## src/rtl/uart_arb_pkg.sv

```systemverilog
// Shared types and constants for the UART transmit arbiter and the register
// command decoder that feeds it.
package uart_arb_pkg;

    typedef enum logic [1:0] {
        S_IDLE = 2'd0,
        S_SEND = 2'd1,
        S_WAIT = 2'd2
    } state_t;

    localparam int P_N_REQ   = 2;
    localparam int P_MAX_LEN = 4;

    // Byte command codes understood by the register command decoder.
    localparam logic [7:0] P_CMD_NOP = 8'h00;
    localparam logic [7:0] P_CMD_WR  = 8'h01;
    localparam logic [7:0] P_CMD_RD  = 8'h02;

endpackage

```

## src/rtl/uart_tx_arb_rr_pick.sv

```systemverilog
// Combinational round-robin picker: returns the first requesting index found
// when searching upward from last+1, wrapping modulo N_REQ.
module rr_pick #(
    parameter int N_REQ = 2,
    parameter int IDX_W = (N_REQ > 1) ? $clog2(N_REQ) : 1
) (
    input  logic [N_REQ-1:0] req,
    input  logic [IDX_W-1:0] last,
    output logic             valid,
    output logic [IDX_W-1:0] index
);

    // Scan from the slot after the previous owner so that owner goes last.
    always_comb begin
        // NOTE: outputs get defaults before the loop so no path infers a latch.
        valid = 1'b0;
        index = '0;
        for (int i = 1; i <= N_REQ; i++) begin
            if (!valid && req[(int'(last) + i) % N_REQ]) begin
                valid = 1'b1;
                index = IDX_W'((int'(last) + i) % N_REQ);
            end
        end
    end

endmodule

```

## src/rtl/uart_tx_arb.sv

```systemverilog
// Round-robin arbiter sharing one UART transmitter among N_REQ frame
// requesters. A grant is held for a whole frame; bytes are pulled one at a
// time with byte_ack_o and written to the transmitter with tx_wr_o.
module uart_tx_arb
    import uart_arb_pkg::*;
#(
    parameter int N_REQ   = P_N_REQ,
    parameter int MAX_LEN = P_MAX_LEN,
    parameter int LEN_W   = $clog2(MAX_LEN + 1)
) (
    input  logic                   clk,
    input  logic                   rst,
    input  logic [N_REQ-1:0]       req_i,
    input  logic [N_REQ*LEN_W-1:0] len_i,
    input  logic [N_REQ*8-1:0]     data_i,
    output logic [N_REQ-1:0]       byte_ack_o,
    output logic [N_REQ-1:0]       done_o,
    output logic [N_REQ-1:0]       grant_o,
    output logic                   busy_o,
    output logic [7:0]             tx_data_o,
    output logic                   tx_wr_o,
    input  logic                   tx_done_i
);

    localparam int IDX_W = (N_REQ > 1) ? $clog2(N_REQ) : 1;

    state_t           state;
    logic [IDX_W-1:0] idx;
    logic [IDX_W-1:0] last;
    logic [LEN_W-1:0] remaining;

    logic             pick_valid;
    logic [IDX_W-1:0] pick_idx;
    logic [N_REQ-1:0] pick_oh;
    logic [LEN_W-1:0] pick_len;
    logic [LEN_W-1:0] pick_len_clamped;
    logic [7:0]       pick_data;
    logic [7:0]       cur_data;

    rr_pick #(
        .N_REQ (N_REQ),
        .IDX_W (IDX_W)
    ) u_rr_pick (
        .req   (req_i),
        .last  (last),
        .valid (pick_valid),
        .index (pick_idx)
    );

    assign pick_oh          = N_REQ'(1) << pick_idx;
    assign pick_len         = len_i[int'(pick_idx)*LEN_W +: LEN_W];
    assign pick_len_clamped = (pick_len > LEN_W'(MAX_LEN)) ? LEN_W'(MAX_LEN) : pick_len;
    assign pick_data        = data_i[int'(pick_idx)*8 +: 8];
    assign cur_data         = data_i[int'(idx)*8 +: 8];

    assign busy_o = (state != S_IDLE);

    // Frame FSM with registered strobes, grant and transmit byte.
    always_ff @(posedge clk) begin
        if (rst) begin
            // NOTE: every register is cleared, so a reset mid-frame simply drops the frame.
            state      <= S_IDLE;
            idx        <= '0;
            last       <= IDX_W'(N_REQ - 1);
            remaining  <= '0;
            grant_o    <= '0;
            byte_ack_o <= '0;
            done_o     <= '0;
            tx_data_o  <= '0;
            tx_wr_o    <= 1'b0;
        end else begin
            // NOTE: non-blocking throughout, so each branch sees pre-edge state.
            byte_ack_o <= '0;
            done_o     <= '0;
            tx_wr_o    <= 1'b0;
            unique case (state)
                S_IDLE: begin
                    if (pick_valid) begin
                        if (pick_len != '0) begin
                            idx        <= pick_idx;
                            remaining  <= pick_len_clamped;
                            grant_o    <= pick_oh;
                            tx_data_o  <= pick_data;
                            tx_wr_o    <= 1'b1;
                            byte_ack_o <= pick_oh;
                            state      <= S_SEND;
                        end else begin
                            // Empty frame: acknowledge completion without sending.
                            done_o <= pick_oh;
                            last   <= pick_idx;
                        end
                    end
                end
                S_SEND: begin
                    state <= S_WAIT;
                end
                S_WAIT: begin
                    if (tx_done_i) begin
                        if (remaining <= LEN_W'(1)) begin
                            remaining <= '0;
                            done_o    <= grant_o;
                            last      <= idx;
                            grant_o   <= '0;
                            state     <= S_IDLE;
                        end else begin
                            remaining  <= remaining - LEN_W'(1);
                            tx_data_o  <= cur_data;
                            tx_wr_o    <= 1'b1;
                            byte_ack_o <= grant_o;
                            state      <= S_SEND;
                        end
                    end
                end
                default: begin
                    grant_o <= '0;
                    state   <= S_IDLE;
                end
            endcase
        end
    end

endmodule

```

## config.mk

```make
export PLATFORM = sky130hd
export DESIGN_NAME = uart_tx_arb
export DESIGN_NICKNAME = d
export VERILOG_FILES = /design/src/rtl/uart_arb_pkg.sv /design/src/rtl/uart_tx_arb_rr_pick.sv /design/src/rtl/uart_tx_arb.sv
export SDC_FILE = /design/constraint.sdc
export NUM_CORES = 1
export LEC_CHECK = 0
export ABC_CLOCK_PERIOD_IN_PS = 1750
export CAP_MARGIN = 20
export CORE_UTILIZATION = 40
export CTS_BUF_LIST = sky130_fd_sc_hd__clkbuf_8
export DETAILED_ROUTE_END_ITERATION = 16
export PLACE_DENSITY = 0.7
export SLEW_MARGIN = 25
export SYNTH_ARGS = -nofsm -noshare
export SYNTH_HDL_FRONTEND = slang
export SYNTH_SLANG_ARGS = --single-unit
```

## constraint.sdc

```tcl
create_clock -name clk -period 1.75 [get_ports clk]
set_input_delay 0.35 -clock clk [delete_from_list [all_inputs] [get_ports clk]]
set_output_delay 0.35 -clock clk [all_outputs]
set_load 0.02 [all_outputs]
```

# Yosys cells after proc, flatten, opt, wreduce, memory -nomap -nowiden
# Cells that the tools add are included.
# W data, S select, Z words.
[totals]
n_memories = 0
ramBits = 0
out_inout_bits = 16
latch_bits = 0
ff_bits = 22
mem_bits_ro = 0
word_cells = 94
[classes]
n_div = 0
n_bitwise = 3
muxes = 50
reduce_logical = 12
n_addsub = 3
shifts = 4
magnitude_cmp = 4
mul = 1
eq_ne = 8
[ops]
columns = ["op", "count"]
rows = [
  ["$mux W8", 4],
  ["$shiftx A16 B5 Y8", 2],
  ["$mux W2", 14],
  ["$mux W1", 19],
  ["$pmux W8 S2", 1],
  ["$mux W3", 5],
  ["$ne A2 B2 Y1 const B", 6],
  ["$pmux W2 S3", 2],
  ["$reduce_and A5 Y1", 2],
  ["$pmux W2 S2", 2],
  ["$reduce_and A4 Y1", 2],
  ["$lt A2 B3 Y1 const B", 2],
  ["$pmux W3 S2", 1],
  ["$reduce_and A3 Y1", 2],
  ["$shiftx A6 B4 Y3", 1],
  ["$pmux W1 S2", 2],
  ["$reduce_bool A2 Y1", 2],
  ["$gt A3 B3 Y1 const B", 1],
  ["$le A3 B1 Y1 const B", 1],
  ["$mul A1 B2 Y3 const B", 1],
  ["$reduce_bool A3 Y1", 1],
  ["$sub A3 B1 Y3 const B", 1],
  ["$add A1 B1 Y1 const B", 2],
  ["$and A1 B1 Y1 const A", 2],
  ["7 further kinds", 7],
]

# Longest topological paths before layout
# Gate-level depths: netlist of the first run.
[depth]
word_depth = 16
mapped_depth = 6

# By module
# A second synthesis of the first run with hierarchy kept.
[unflattened]
hier_cells = 130
hier_area_um2 = 1253.7
[modules_own_cells]
columns = ["mod", "instances", "area_each_um2", "cells_per_inst", "seq_area_each_um2"]
rows = [
  ["uart_tx_arb", 1, 1239.9, 128, 440.4],
  ["rr_pick", 1, 13.8, 2, 0.0],
]

# Least setup slack after synthesis of the first run
# No wires, ideal clock.
[synth_timing]
path_type = "input to register"
start = "input port req_i[1]"
end = "register remaining[0]"
path_stages = 5
t_arrival_ps = 1496
t_required_ps = 1629
path_buffers = 1
setup_slack_ps = 134
path_cell_list = "a21bo_1 > buf_6 > mux2_4 > a21boi_2 > mux2_2"
[synth_via]
elab_chain_len = 14
word_cells_on_any_way = 23
cone_classes = "1 x mul; 1 x order compare; 2 x eq/ne; 1 x shift; 14 x mux; 4 x reduce/logical"
[synth_lines]
columns = ["item", "line", "rtl"]
rows = [
  ["start, declared", "uart_tx_arb.sv:13", "input logic [N_REQ-1:0] req_i,"],
  ["$mux W1 (not written as such) (3 in series)", "uart_tx_arb_rr_pick.sv:19", "if (!valid && req[(int'(last) + i) % N_REQ]) begin"],
  ["$mux W1", "uart_tx_arb_rr_pick.sv:19", ""],
  ["$logic_not A1 Y1", "uart_tx_arb_rr_pick.sv:19", ""],
  ["$logic_and A1 B1 Y1", "uart_tx_arb_rr_pick.sv:19", ""],
  ["$mux W1", "uart_tx_arb_rr_pick.sv:19", ""],
  ["$mul A1 B2 Y3", "uart_tx_arb.sv:51", "assign pick_len = len_i[int'(pick_idx)*LEN_W +: LEN_W];"],
  ["$shiftx A6 B4 Y3", "uart_tx_arb.sv:51", ""],
  ["$gt A3 B3 Y1", "uart_tx_arb.sv:52", "assign pick_len_clamped = (pick_len > LEN_W'(MAX_LEN)) ? LEN_W'(MAX_LEN) : pick_len;"],
  ["$mux W3", "uart_tx_arb.sv:52", ""],
  ["$mux W3", "uart_tx_arb.sv:79", "if (pick_len != '0) begin"],
  ["$mux W3", "uart_tx_arb.sv:78", "if (pick_valid) begin"],
  ["$pmux W3 S2", "uart_tx_arb.sv:76", "unique case (state)"],
  ["end signal, assigned", "uart_tx_arb.sv:81", "remaining <= pick_len_clamped;"],
  ["end signal, assigned", "uart_tx_arb.sv:106", "remaining <= remaining - LEN_W'(1);"],
  ["end, declared", "uart_tx_arb.sv:30", "logic [LEN_W-1:0] remaining;"],
]
# Parallel ways exist; a longest one is shown, timed or not. The select of a mux whose other input is x is not followed.
# A chain may end at the register's enable or synchronous reset.

# Worst setup path after layout of the first run
[layout_timing]
start = "input port tx_done_i"
end = "register remaining[1]"
[layout_via]
elab_chain_len = 2
[layout_lines]
columns = ["item", "line", "rtl"]
rows = [
  ["start, declared", "uart_tx_arb.sv:22", "input logic tx_done_i"],
  ["$ne A2 B2 Y1 (no source line)", "-", ""],
  ["$reduce_and A4 Y1 (no source line)", "-", ""],
]
# No other way between the ends.

==> metrics, run 1 <==
count of unique library cells instantiated by Yosys=44; DR DRC count=0; layout cells sized above 1=0.231; part of the cycle the worst path needs=0.956; static leakage=0.899 nW; Port-buffer cells=42; Pint=1.23 mW; power per unit of standard cell area=849 mW/mm^2; setup clock skew after layout=0.00960 ns; startpoint type of the worst setup path=input pin; number of register bits inferred by synthesis=22; vias post-DR=1,489; starting density of the core=0.421; count of mapped cells out of synthesis=170; endpoint class of the critical path=register; cell chosen for the clock root=sky130_fd_sc_hd__clkbuf_8; Bufs on Longest Clock Path=2; worst hold path startpoint=tx_data_o[5]; max-cap violation count=0; final antenna diode count=0; core outline area=0.00336 sq mm; proportion of power drawn by the clock network=0.268; data arrival time at the worst-slack endpoint=1.84 ns; number of antenna violations at the first check in global routing=0; CTS clk-pin slew, worst paths=0.09 ns; register-to-register path setup slack=0.16 ns; proportion of synthesized flip-flops having asynchronous set or reset=0; gr ovfl total=0; switching power share of the total=0.317; highest clock frequency the design can meet=0.598 GHz; Worst-Margin Slew=0.580 ns; H-Tree Depth=1; wire length of the first global-routing pass=5.86 mm; sum of net half-perimeters after detailed placement=2.93 mm; vias in the first global route=1,332; Via-to-Cell Ratio=5.41; worst hold path type=reg -> reg; power dissipated by switching net loads=0.571 mW; total global-route track usage=0.208; cell area after synthesis=0.00142 sq mm; share of total power in sequential cells=0.341; relative slew slack=0.613; worst-case vdd ir drop=0.417 mV; minimum clock period after layout=1.67 ns; Crit Reg-Reg Endpoint=tx_data_o[6]; sequential cell area fraction in the yosys report=0.311; source of the critical timing path=tx_done_i; largest net degree at the start of global routing=21; height of the die=61.5 um; count of synthesis-stage warnings from yosys=0; Critical Path Fanout Max=3; clock insertion delay at the later pin of the skew report=0.27 ns; routability congestion estimate from global placement=0.904; overall power consumption=1.80 mW; count of TritonRoute iterations in the first routing pass=4; Chip Width=61.5 um; outcome=complete, no violations; CTS tree=built; type of the worst setup path=in -> reg; data required time of the critical path=1.92 ns; mean instance size in the synthesized netlist=8.32 sq um; final hold violation count=0; drt total wl=3.79 mm; ys flop type=sky130_fd_sc_hd__dfxtp_1; Layout Nets=258; standard-cell row count=21; fill count=319; final-report setup violation count=0; num ports=43; depth of the worst register-to-register path=6; fraction of power consumed by combinational cells=0.391; initial drt markers=70; die area=0.00378 sq mm; average detailed-routed wire length per instance=13.8 um; Critical Path End=remaining[1]; Critical R2R Launch=last; TritonCTS buffer count=3; number of sinks on the clock net=22; synthesized netlist net count=198; number of antenna-violating nets in the routed design=0; Layout area overhead=50.1%; number of flops mapped to enable cells by yosys=0; setup_tns=0 ns; final-report max-slew violation count=0
-- Yosys cell counts, types with 2 or more instances --
library cell / instances / area (sq um)
sky130_fd_sc_hd__dfxtp_1: 22 / 440
sky130_fd_sc_hd__nand2_1: 18 / 67.6
sky130_fd_sc_hd__inv_1: 14 / 52.6
sky130_fd_sc_hd__a211oi_1: 12 / 90.1
sky130_fd_sc_hd__nor2_1: 12 / 45.0
sky130_fd_sc_hd__mux2i_1: 10 / 100
sky130_fd_sc_hd__a31o_2: 8 / 70.1
sky130_fd_sc_hd__and4b_1: 8 / 80.1
sky130_fd_sc_hd__clkbuf_1: 8 / 30.0
sky130_fd_sc_hd__o21ai_0: 6 / 30.0
sky130_fd_sc_hd__buf_2: 5 / 25.0
sky130_fd_sc_hd__nand4b_1: 4 / 35.0
sky130_fd_sc_hd__o21ai_1: 4 / 20.0
sky130_fd_sc_hd__a31oi_1: 3 / 18.8
sky130_fd_sc_hd__a21oi_1: 2 / 10.0
sky130_fd_sc_hd__mux2_2: 2 / 22.5
sky130_fd_sc_hd__nand4_1: 2 / 12.5
sky130_fd_sc_hd__nor3_1: 2 / 10.0
sky130_fd_sc_hd__o221ai_1: 2 / 17.5
sky130_fd_sc_hd__or3_1: 2 / 12.5
-- worst min-delay path by stage --
stage / to / cells after the start / slack (ns)
floorplan: remaining[2] / 1 / 0.49
global placement: tx_data_o[4] / 2 / 0.45
detailed placement: tx_data_o[5] / 2 / 0.46
CTS: tx_data_o[5] / 2 / 0.47
global route: tx_data_o[7] / 2 / 0.50
finish: tx_data_o[5] / 2 / 0.47
-- per-layer routing --
metal,part of all wire,routed length (um),global-route usage
met5,0,0,0
met2,0.49,1870,0.355
met4,0.0098,37,0.0698
met3,0.039,149,0.0189
met1,0.46,1740,0.276
-- cell usage in the layout (no fill, tap or decap), drive strengths merged, types with 2 or more instances in the layout --
master / count
nor2: 13
o221ai: 2
dfxtp: 22
o21ai: 10
nor4: 2
a21oi: 2
nand4: 2
nand2: 18
dlygate4sd2: 3
and4b: 8
nand4b: 4
a31o: 8
or3: 2
inv: 15
clkdlybuf4s50: 39
buf: 28
mux2: 3
a211oi: 13
a21boi: 2
a31oi: 3
mux2i: 10
nor3: 2
clkbuf: 3
-- through the flow --
| stage | instances | hold slack [ns] | instance area, sq um | utilization | setup WS, ns |
|---|---|---|---|---|---|
| 2_1_floorplan | 170 | 0.493 | 1420 | - | 0.134 |
| 3_3_place_gp | 269 | 0.445 | 2020 | 0.600 | -0.335 |
| 3_5_place_dp | 269 | 0.462 | 2020 | 0.600 | -0.409 |
| 4_1_cts | 274 | 0.470 | 2110 | 0.628 | 0.0406 |
| 5_1_grt | 275 | 0.496 | 2120 | 0.632 | -0.0107 |
| 6_report | 275 | 0.469 | 2120 | 0.632 | 0.0776 |
-- power groups by stage --
| stage | sequential, mW | clock, mW | combinational (mW) |
|---|---|---|---|
| after floorplan | 0.668 | 0 | 0.338 |
| after global placement | 0.624 | 0 | 0.684 |
| after detailed placement | 0.625 | 0 | 0.698 |
| after CTS | 0.615 | 0.490 | 0.702 |
| after global routing | 0.626 | 0.507 | 0.760 |
| final | 0.615 | 0.483 | 0.706 |
-- what timing repair did --
action | CTS | global route
setup endpoints to repair | 15 | 5
hold buffers | 0 | 0
pin swaps | 2 | 2
resized for setup | 7 | 1
setup buffers | 1 | 1
-- worst max-delay path, cell delays in order --
cell                              delay (ns)
sky130_fd_sc_hd__clkdlybuf4s50_1        0.50
sky130_fd_sc_hd__nor2b_1                0.06
sky130_fd_sc_hd__a211oi_1               0.28
sky130_fd_sc_hd__a21boi_2               0.28
sky130_fd_sc_hd__mux2_2                 0.36
-- sequential cells by signal, summed over array words and instances (netlist names) --
register and count:
byte_ack_o 2, done_o 2, grant_o 2, idx 1, last 1, remaining 3
state 2, tx_data_o 8, tx_wr_o 1
-- logic make-up after synthesis --
group / count (synthesis) / share of synthesized area
multiplexers: 13 / 0.0973
AO/OA/AOI/OAI: 50 / 0.275
buffers and inverters: 30 / 0.0893
AND/OR/NAND/NOR: 54 / 0.218
flip-flops: 22 / 0.311
adder cells (fa/ha/maj): 1 / 0.00884
-- area by class of cell --
cell class              count  area, sq um  share of cell area
clock buffers               3         41.3              0.0194
clock inverters             1         30.0              0.0141
inverters                  15         56.3              0.0265
multi-input cells         118          871               0.410
flip-flops and latches     22          442               0.208
well taps                  46         57.6              0.0271
repair buffers             70          627               0.295
Power figures use the tool's default switching activity.
==> run 2, diff against run 1 <==
--- a/config.mk
+++ b/config.mk
@@ -5,10 +5,10 @@
 export SDC_FILE = /design/constraint.sdc
 export NUM_CORES = 1
 export LEC_CHECK = 0
-export ABC_CLOCK_PERIOD_IN_PS = 1750
 export CAP_MARGIN = 20
 export CORE_UTILIZATION = 40
 export CTS_BUF_LIST = sky130_fd_sc_hd__clkbuf_8
+export CTS_CLUSTER_SIZE = 24
 export DETAILED_ROUTE_END_ITERATION = 16
 export PLACE_DENSITY = 0.7
 export SLEW_MARGIN = 25
==> results of run 2 <==
Final layout, timing and power as in run 1 (identical DEF).
